===== src/rtl/uart_txd.sv =====
// uart_txd: 8N1 UART transmitter, LSB first, with a one-byte holding register
// so back-to-back frames leave no idle gap on the line.
// Optional even-parity bit after data bit 7: define UART_TXD_PARITY_EN.
module uart_txd #(
  parameter int unsigned CLKS_PER_BIT = 10416
) (
  input  logic       clk,
  input  logic       rst,
  input  logic [7:0] data_from_cipher,
  input  logic       txd_start,
  output logic       txd_ready,
  output logic       txd_data_out,
  output logic       txd_busy,
  output logic       txd_done
);

  localparam int unsigned   CW        = (CLKS_PER_BIT > 1) ? $clog2(CLKS_PER_BIT) : 1;
  localparam logic [CW-1:0] BAUD_LAST = CW'(CLKS_PER_BIT - 1);

  typedef enum logic [2:0] {
    ST_IDLE   = 3'd0,
    ST_START  = 3'd1,
    ST_DATA   = 3'd2,
`ifdef UART_TXD_PARITY_EN
    ST_PARITY = 3'd4,
`endif
    ST_STOP   = 3'd3
  } state_t;

  state_t        r_state, w_state_nxt;
  logic [CW-1:0] r_baud, w_baud_nxt;
  logic [2:0]    r_bit_idx, w_bit_idx_nxt;
  logic [7:0]    r_shift, w_shift_nxt;
  logic [7:0]    r_hold, w_hold_nxt;
  logic          r_hold_full, w_hold_full_nxt;
  logic          r_txd, w_txd_nxt;
  logic          r_done, w_done_nxt;
`ifdef UART_TXD_PARITY_EN
  logic          r_parity, w_parity_nxt;
`endif

  logic       w_accept;
  logic       w_baud_last;
  logic       w_load_opp;
  logic       w_load;
  logic [7:0] w_load_byte;

  assign w_accept    = txd_start && !r_hold_full;
  assign w_baud_last = (r_baud == BAUD_LAST);
  assign w_load_opp  = (r_state == ST_IDLE) || ((r_state == ST_STOP) && w_baud_last);
  // A pending held byte takes priority; otherwise an accept in a load slot bypasses hold.
  assign w_load      = w_load_opp && (r_hold_full || w_accept);
  assign w_load_byte = r_hold_full ? r_hold : data_from_cipher;

  // Next-state, bit timing, holding register and next line value.
  always_comb begin
    w_state_nxt     = r_state;
    w_baud_nxt      = r_baud;
    w_bit_idx_nxt   = r_bit_idx;
    w_shift_nxt     = r_shift;
    w_hold_nxt      = r_hold;
    w_hold_full_nxt = r_hold_full;
    w_txd_nxt       = 1'b1;
    w_done_nxt      = 1'b0;
`ifdef UART_TXD_PARITY_EN
    w_parity_nxt    = r_parity;
`endif

    if (r_state != ST_IDLE) begin
      w_baud_nxt = w_baud_last ? '0 : r_baud + 1'b1;
    end

    case (r_state)
      ST_IDLE: ;
      ST_START: begin
        if (w_baud_last) w_state_nxt = ST_DATA;
      end
      ST_DATA: begin
        if (w_baud_last) begin
          if (r_bit_idx == 3'd7) begin
`ifdef UART_TXD_PARITY_EN
            w_state_nxt = ST_PARITY;
`else
            w_state_nxt = ST_STOP;
`endif
          end else begin
            w_shift_nxt   = {1'b0, r_shift[7:1]};
            w_bit_idx_nxt = r_bit_idx + 3'd1;
          end
        end
      end
`ifdef UART_TXD_PARITY_EN
      ST_PARITY: begin
        if (w_baud_last) w_state_nxt = ST_PARITY == ST_PARITY ? ST_STOP : ST_STOP;
      end
`endif
      ST_STOP: begin
        if (w_baud_last) w_state_nxt = ST_IDLE;
      end
      default: begin
        w_state_nxt = ST_IDLE;
        w_baud_nxt  = '0;
      end
    endcase

    if (w_load) begin
      w_state_nxt   = ST_START;
      w_shift_nxt   = w_load_byte;
      w_bit_idx_nxt = '0;
      w_baud_nxt    = '0;
`ifdef UART_TXD_PARITY_EN
      w_parity_nxt  = ^w_load_byte;
`endif
    end

    if (w_load && r_hold_full) begin
      w_hold_full_nxt = 1'b0;
    end else if (w_accept && !w_load) begin
      w_hold_full_nxt = 1'b1;
      w_hold_nxt      = data_from_cipher;
    end

    // Line and done are registered from next-state values so they align with the state.
    case (w_state_nxt)
      ST_START:  w_txd_nxt = 1'b0;
      ST_DATA:   w_txd_nxt = w_shift_nxt[0];
`ifdef UART_TXD_PARITY_EN
      ST_PARITY: w_txd_nxt = w_parity_nxt;
`endif
      default:   w_txd_nxt = 1'b1;
    endcase
    w_done_nxt = (w_state_nxt == ST_STOP) && (w_baud_nxt == BAUD_LAST);
  end

  // State and datapath registers with synchronous active-low reset.
  always_ff @(posedge clk) begin
    if (!rst) begin
      r_state     <= ST_IDLE;
      r_baud      <= '0;
      r_bit_idx   <= '0;
      r_shift     <= '0;
      r_hold      <= '0;
      r_hold_full <= 1'b0;
      r_txd       <= 1'b1;
      r_done      <= 1'b0;
`ifdef UART_TXD_PARITY_EN
      r_parity    <= 1'b0;
`endif
    end else begin
      r_state     <= w_state_nxt;
      r_baud      <= w_baud_nxt;
      r_bit_idx   <= w_bit_idx_nxt;
      r_shift     <= w_shift_nxt;
      r_hold      <= w_hold_nxt;
      r_hold_full <= w_hold_full_nxt;
      r_txd       <= w_txd_nxt;
      r_done      <= w_done_nxt;
`ifdef UART_TXD_PARITY_EN
      r_parity    <= w_parity_nxt;
`endif
    end
  end

  assign txd_ready    = !r_hold_full;
  assign txd_data_out = r_txd;
  assign txd_busy     = (r_state != ST_IDLE);
  assign txd_done     = r_done;

endmodule


===== config.mk =====
export PLATFORM = sky130hd
export DESIGN_NAME = uart_txd
export DESIGN_NICKNAME = d
export VERILOG_FILES = /design/src/rtl/uart_txd.sv
export SDC_FILE = /design/constraint.sdc
export NUM_CORES = 1
export LEC_CHECK = 0
export BUFFER_PORTS_ARGS = -buffer_cell sky130_fd_sc_hd__buf_2
export CORE_UTILIZATION = 50
export CTS_CLUSTER_SIZE = 40
export DETAILED_ROUTE_END_ITERATION = 10
export PLACE_DENSITY_LB_ADDON = 0.08
export RECOVER_POWER = 25
export REMOVE_ABC_BUFFERS = 1
export SLEW_MARGIN = 20
export SYNTH_ARGS = -nofsm -noshare
export SYNTH_HDL_FRONTEND = slang
export SYNTH_SLANG_ARGS = --single-unit

===== constraint.sdc =====
create_clock -name clk -period 2.5 [get_ports clk]
set_clock_uncertainty 0.1 [all_clocks]
set_input_delay 0.75 -clock clk [delete_from_list [all_inputs] [get_ports clk]]
set_output_delay 0.75 -clock clk [all_outputs]
set_load 0.01 [all_outputs]

==> results.md, run 1 <==
* Starting Density at 0.527
* Clock Power Share at 0.444
* CP max FO at 11
* First drt pass iteration count at 4
* Post-layout util at 0.579
* CTS Buf Count at 5
* Vias in the first global route at 1,563
* Final net count at 263
* GRT Resource Usage Total at 0.211
* Synth area leaders: dfxtp_1, mux2i_1, nand2_1, xnor2_1, nor2_1
* ANT cells at 0
* Final wirelength at 4030 µm
* H-tree Lvls at 2
* CORE AREA at 0.00406 mm²
* Most instantiated library cell after synthesis: dfxtp_1
* Share of cells above drive strength 1 at 0.196
* Cell Area, Synth at 0.00214 mm²
* Final Max Tran Viols at 0
* DRT antenna net count at 0
* I/O Buffers at 14
* Setup crit end kind: output pin
* RSZ-0062 raised after global routing: no
* IO Count at 15
* Post-Synthesis Cells at 232
* Standard-cell rows at 23
* TritonCTS clock tree: done
* Drt wl/cell at about 13 µm
* Die area at 0.00454 mm²
* Seq/Total Area, Yosys at 0.365
* Min cycle time layout at 2.23 ns
* Pwr/cell area at 592 mW/mm²
* Fin cells at 300
* Detailed Place HPWL at 2870 µm
* Vias at about 1,600
* WS Path Type: reg2out
* Die X at around 67 µm
* Critical path arrival at roughly 1.4 ns
* Final period utilization at 0.893
* Clk root buf: clkbuf_8
* Clock tree buffer depth at 2
* Ys flop type: dfxtp_1
* First-iteration detailed-routing DRC count at between 80 and 90
* CP Data Required Time at 1.65 ns
* P&R area growth vs syn at 9.83%
* Fmax at 0.448 GHz
* Placed cells at 292
* Fin. Hold Viols at 0
* Pint at 1090 µW
* # Post-CTS Setup Buffers at 0
* Asr flop ratio synth at 0
* Synth unique cells at 52
* Synthesized area per cell at 9.22 µm²
* Number of flops mapped to enable cells by yosys at 0
* Static Leak at 0.000863 µW
* Setup TNS Final at 0 ns
* Clock transition at path regs at 0.08 ns
* Flops & latches, synth at 39
* Clk_lat worst skew at 0.28 ns
* Worst IR Drop VDD at 482 µV
* Resize count post-CTS at 0
* Area share of the largest cell type after synthesis at 0.365
* Sw frac at 0.215
* Register share of total power at 0.471
* YS warnings at 0
* Result of the run: complete, no violations
* Routability cong. at 0.794
* GRT overflow at 0
* Chip height at about 67 µm
* Vias per Instance at 5.36
* DRC viols at 0
* Synth cell count leaders: dfxtp_1, nand2_1, nor2_1
* Yosys top cell by area: dfxtp_1
* CP Launch Type: register
* Worst hold path type: reg2reg
* Hold Buf Count CTS at 0
* Switch Pwr at 299 µW
* # clock sinks at 39
* Combinational power share at 0.085
* Max Cap Viol at 0
* Largest net degree at the start of global routing at 28
* First-pass GRT wire length at ~7100 µm
* Setup violations, final at 0
* Initial antenna violation count at 0
[kinds of logic after synthesis]
family | count (synthesis) | synth area share
AO/OA/AOI/OAI | 45 | 0.142
XOR/XNOR | 15 | 0.0614
adder cells (fa/ha/maj) | 3 | 0.0176
buffers and inverters | 18 | 0.0655
flip-flops | 39 | 0.365
multiplexers | 19 | 0.0895
other | 1 | 0.00175
AND/OR/NAND/NOR | 92 | 0.257
[final timing paths]
path,start,to,slack [ns],cells after the start
worst min register to register,r_hold[7]$_SDFFE_PN0P_,r_hold[7]$_SDFFE_PN0P_,0.36,2
worst max-delay path,r_state[0]$_SDFF_PN0_,txd_busy,0.27,4
worst min-delay path,r_hold[7]$_SDFFE_PN0P_,r_hold[7]$_SDFFE_PN0P_,0.36,2
worst max register to register,r_baud[3]$_SDFF_PN0_,r_shift[7]$_SDFFE_PN0P_,0.36,5
[power groups by stage]
stage | Combinational [µW] | Sequential, µW | Clock, µW
after floorplan | 72.3 | 668 | 0
after global placement | 119 | 670 | 0
after detailed placement | 120 | 670 | 0
after CTS | 121 | 655 | 634
after global routing | 133 | 658 | 661
final | 118 | 655 | 618
[layout make-up]
cell class	instances	area, µm²
Fill cell	368	1710
Multi-Input combinational cell	175	1210
Sequential cell	39	781
Timing Repair Buffer	22	139
Clock buffer	6	72.6
Tap cell	50	62.6
Clock inverter	2	60.1
Inverter	6	22.5
[cell usage in the layout, fill, tap and decap left out, drive strengths merged, types with 8 or more instances in the layout]
cell type	instances
mux2i	18
nor2	25
dfxtp	39
buf	19
clkbuf	9
nor3	8
o21a	8
a21oi	9
nand2	27
o21ai	9
xnor2	9
[stage by stage]
step / cell area, µm² / hold slack (ns) / power (µW) / setup slack [ns]
floorplan: 2020 / 0.331 / 740 / 0.0554
global placement: 2230 / 0.343 / 789 / 0.411
detailed placement: 2230 / 0.353 / 790 / 0.410
CTS: 2360 / 0.365 / 1410 / 0.240
global route: 2350 / 0.389 / 1450 / 0.119
finish: 2350 / 0.361 / 1390 / 0.266
[critical path: stages, from the launching register on]
cell and delay, ns:
dfxtp_1 0.41, nor3_1 0.25, buf_4 0.23, inv_1 0.07, buf_2 0.13
[registers in the layout (all words and copies together), names as in the netlist]
register      cells
txd_data_out      1
r_bit_idx         3
r_hold_full       1
r_baud           14
r_shift           8
txd_done          1
r_state           3
r_hold            8
[layer usage]
metal  GRT usage  vias to the layer above  wire [µm]
met5           0                        -          0
met4      0.0638                        0         30
met3      0.0507                        2        104
met2       0.371                       21       1950
met1       0.252                      737       1950
li1            -                      848          -
No activity file was read; power rests on OpenSTA's default activity.
==> run 2, diff against run 1 <==
--- a/config.mk
+++ b/config.mk
@@ -9,7 +9,7 @@
 export CORE_UTILIZATION = 50
 export CTS_CLUSTER_SIZE = 40
 export DETAILED_ROUTE_END_ITERATION = 10
-export PLACE_DENSITY_LB_ADDON = 0.08
+export PLACE_DENSITY_LB_ADDON = 0.1
 export RECOVER_POWER = 25
 export REMOVE_ABC_BUFFERS = 1
 export SLEW_MARGIN = 20
==> run 2 against run 1 <==
  * Non-clock buffer count grew 3
  * Sequential share of layout area grew 0.58 points
  * Clock power shrank 37%
  * Clock-buffer cell count is the same
  * Critical path type unchanged
  * Critical endpoint unchanged
==> results.md, run 2 (same netlist as run 1, synthesis figures left out) <==
* Result of the run: complete, no violations (unchanged)
* Min cycle time layout at 2.20 ns (was 2.23 ns)
* Vias per Instance at 5.39 (was 5.36)
* Setup violations, final at 0 (unchanged)
* Final net count at 266 (was 263)
* Top sig layer: met4 (unchanged)
* Clk root buf: clkbuf_8 (unchanged)
* I/O Buffers at 14 (unchanged)
* CP Launch Type: register (unchanged)
* Crit-path cells: nor3_2, buf_4, inv_1, buf_2 (was nor3_1, buf_4, inv_1, buf_2)
* IO Count at 15 (unchanged)
* Most flop-heavy register: r_baud (unchanged)
* Most frequent cells in the layout: dfxtp_1, nand2_1, nor2_1 (unchanged)
* Static Leak at 0.000847 µW (was 0.000863 µW)
* Commonest non-fill, non-tap cell in the layout: dfxtp_1 (unchanged)
* Final wirelength at 3910 µm (was 4030 µm)
* DRC viols at 0 (unchanged)
* GRT overflow at 0 (unchanged)
* Clock tree buffer depth at 2 (unchanged)
* H-tree Lvls at 2 (unchanged)
* First-pass GRT wire length at 6710 µm (was 7070 µm)
* Final period utilization at 0.881 (was 0.893)
* First drt pass iteration count at 4 (unchanged)
* WL met1 at 1840 µm (was 1950 µm)
* RSZ-0062 raised after global routing: no (unchanged)
* Max FFs per register at 14 (unchanged)
* Critical path arrival at 1.35 ns (was 1.38 ns)
* Worst hold path type: reg2reg (unchanged)
* DRT antenna net count at 0 (unchanged)
* Clock transition at path regs at 0.07 ns (was 0.08 ns)
* WS Path Type: reg2out (unchanged)
* Top flop regs: r_baud: 14 flops, r_hold: 8 flops, r_shift: 8 flops (unchanged)
* Slowest-stage cell, CP: dfxtp_1 (unchanged)
* Starting Density at 0.527 (unchanged)
* First-iteration detailed-routing DRC count at 90 (was 85)
* Post-layout util at 0.569 (was 0.579)
* # clock sinks at 39 (unchanged)
* CORE AREA at 0.00406 mm² (unchanged)
* Fmax at 0.454 GHz (was 0.448 GHz)
* Max Cap Viol at 0 (unchanged)
* Setup crit end kind: output pin (unchanged)
* P&R area growth vs syn at 7.96% (was 9.83%)
* Detailed Place HPWL at 2840 µm (was 2870 µm)
* Drt wl/cell at 13.0 µm (was 13.4 µm)
* Resize count post-CTS at 0 (unchanged)
* Met3 WL at 119 µm (was 104 µm)
* Placed Area at 0.00224 mm² (was 0.00223 mm²)
* Clk_lat worst skew at 0.29 ns (was 0.28 ns)
* WL met2 at 1880 µm (was 1950 µm)
* Vias at 1,623 (was 1,608)
* Chip height at 67.4 µm (unchanged)
* Pwr/cell area at 503 mW/mm² (was 592 mW/mm²)
* Final hold slack at 0.355 ns (was 0.361 ns)
* Post-route cell area at 0.00231 mm² (was 0.00235 mm²)
* Hold Buf Count CTS at 0 (unchanged)
* CP Data Required Time at 1.65 ns (about the same)
* Routability cong. at 0.821 (was 0.794)
* Final Max Tran Viols at 0 (unchanged)
* Standard-cell rows at 23 (unchanged)
* Die X at 67.4 µm (unchanged)
* Fin. Hold Viols at 0 (unchanged)
* Largest net degree at the start of global routing at 28 (unchanged)
* CTS Buf Count at 5 (unchanged)
* GRT Resource Usage Total at 0.200 (was 0.211)
* ANT cells at 0 (unchanged)
* # Post-CTS Setup Buffers at 0 (unchanged)
* TritonCTS clock tree: done (unchanged)
* CP max FO at 7 (was 11)
* Setup TNS Final at 0 ns (unchanged)
* CP max stage delay at 0.39 ns (was 0.41 ns)
* Worst IR Drop VDD at 334 µV (was 482 µV)
* Total power at 1160 µW (was 1390 µW)
* Vias in the first global route at 1,547 (was 1,563)
* Initial antenna violation count at 0 (unchanged)
* Die area at 0.00454 mm² (unchanged)
* Share of cells above drive strength 1 at 0.203 (was 0.196)
## run 2: cell types whose count changed in the layout (fill, tap and decap cells not counted)
cell / delta
nor4b_2: +1
nor4b_1: -1
and2_0: +1
and2_2: -1
nor3_1: -1
buf_12: -1
nor3_2: +1
bufinv_16: -2
buf_4: +4
## run 2: cell type report
type / count / area, µm²
inverter: 6 / 22.5
fill: 368 / 1750
multi-input combinational: 175 / 1220
tap: 50 / 62.6
sequential: 39 / 781
timing repair buffer: 25 / 149
clock buffer: 6 / 72.6
## run 2: path summary, 6_finish.rpt
check	start	end	slack, ns	cells past startpoint
worst max register to register	r_baud[0]$_SDFF_PN0_	r_shift[7]$_SDFFE_PN0P_	0.31	6
worst min register to register	r_hold[0]$_SDFFE_PN0P_	r_hold[0]$_SDFFE_PN0P_	0.35	2
worst max-delay path	r_state[2]$_SDFF_PN0_	txd_busy	0.30	4
worst min-delay path	r_hold[0]$_SDFFE_PN0P_	r_hold[0]$_SDFFE_PN0P_	0.35	2
## run 2: power by group
part	switching (µW)	internal [µW]
clock	201	186
combinational	68.6	53.3
sequential	11.7	641
total	282	880
## run 2: critical path: cells and delay by family (launching register included)
family	cells	cell delay [ns]
DFF	1	0.39
buffers and inverters	3	0.38
and+or+nand+nor	1	0.31
## run 2: per-layer routing
metal	vias to the layer above	track usage
met2	22	0.334
met4	0	0.0904
met5	-	0
li1	854	-
met3	7	0.0557
met1	740	0.237
## run 2: through the flow
stage                     setup WS (ns)  std cells
after floorplan                  0.0554        220
after global placement            0.422        295
after detailed placement          0.410        295
after CTS                        0.0972        301
after global routing              0.134        301
final                             0.297        301
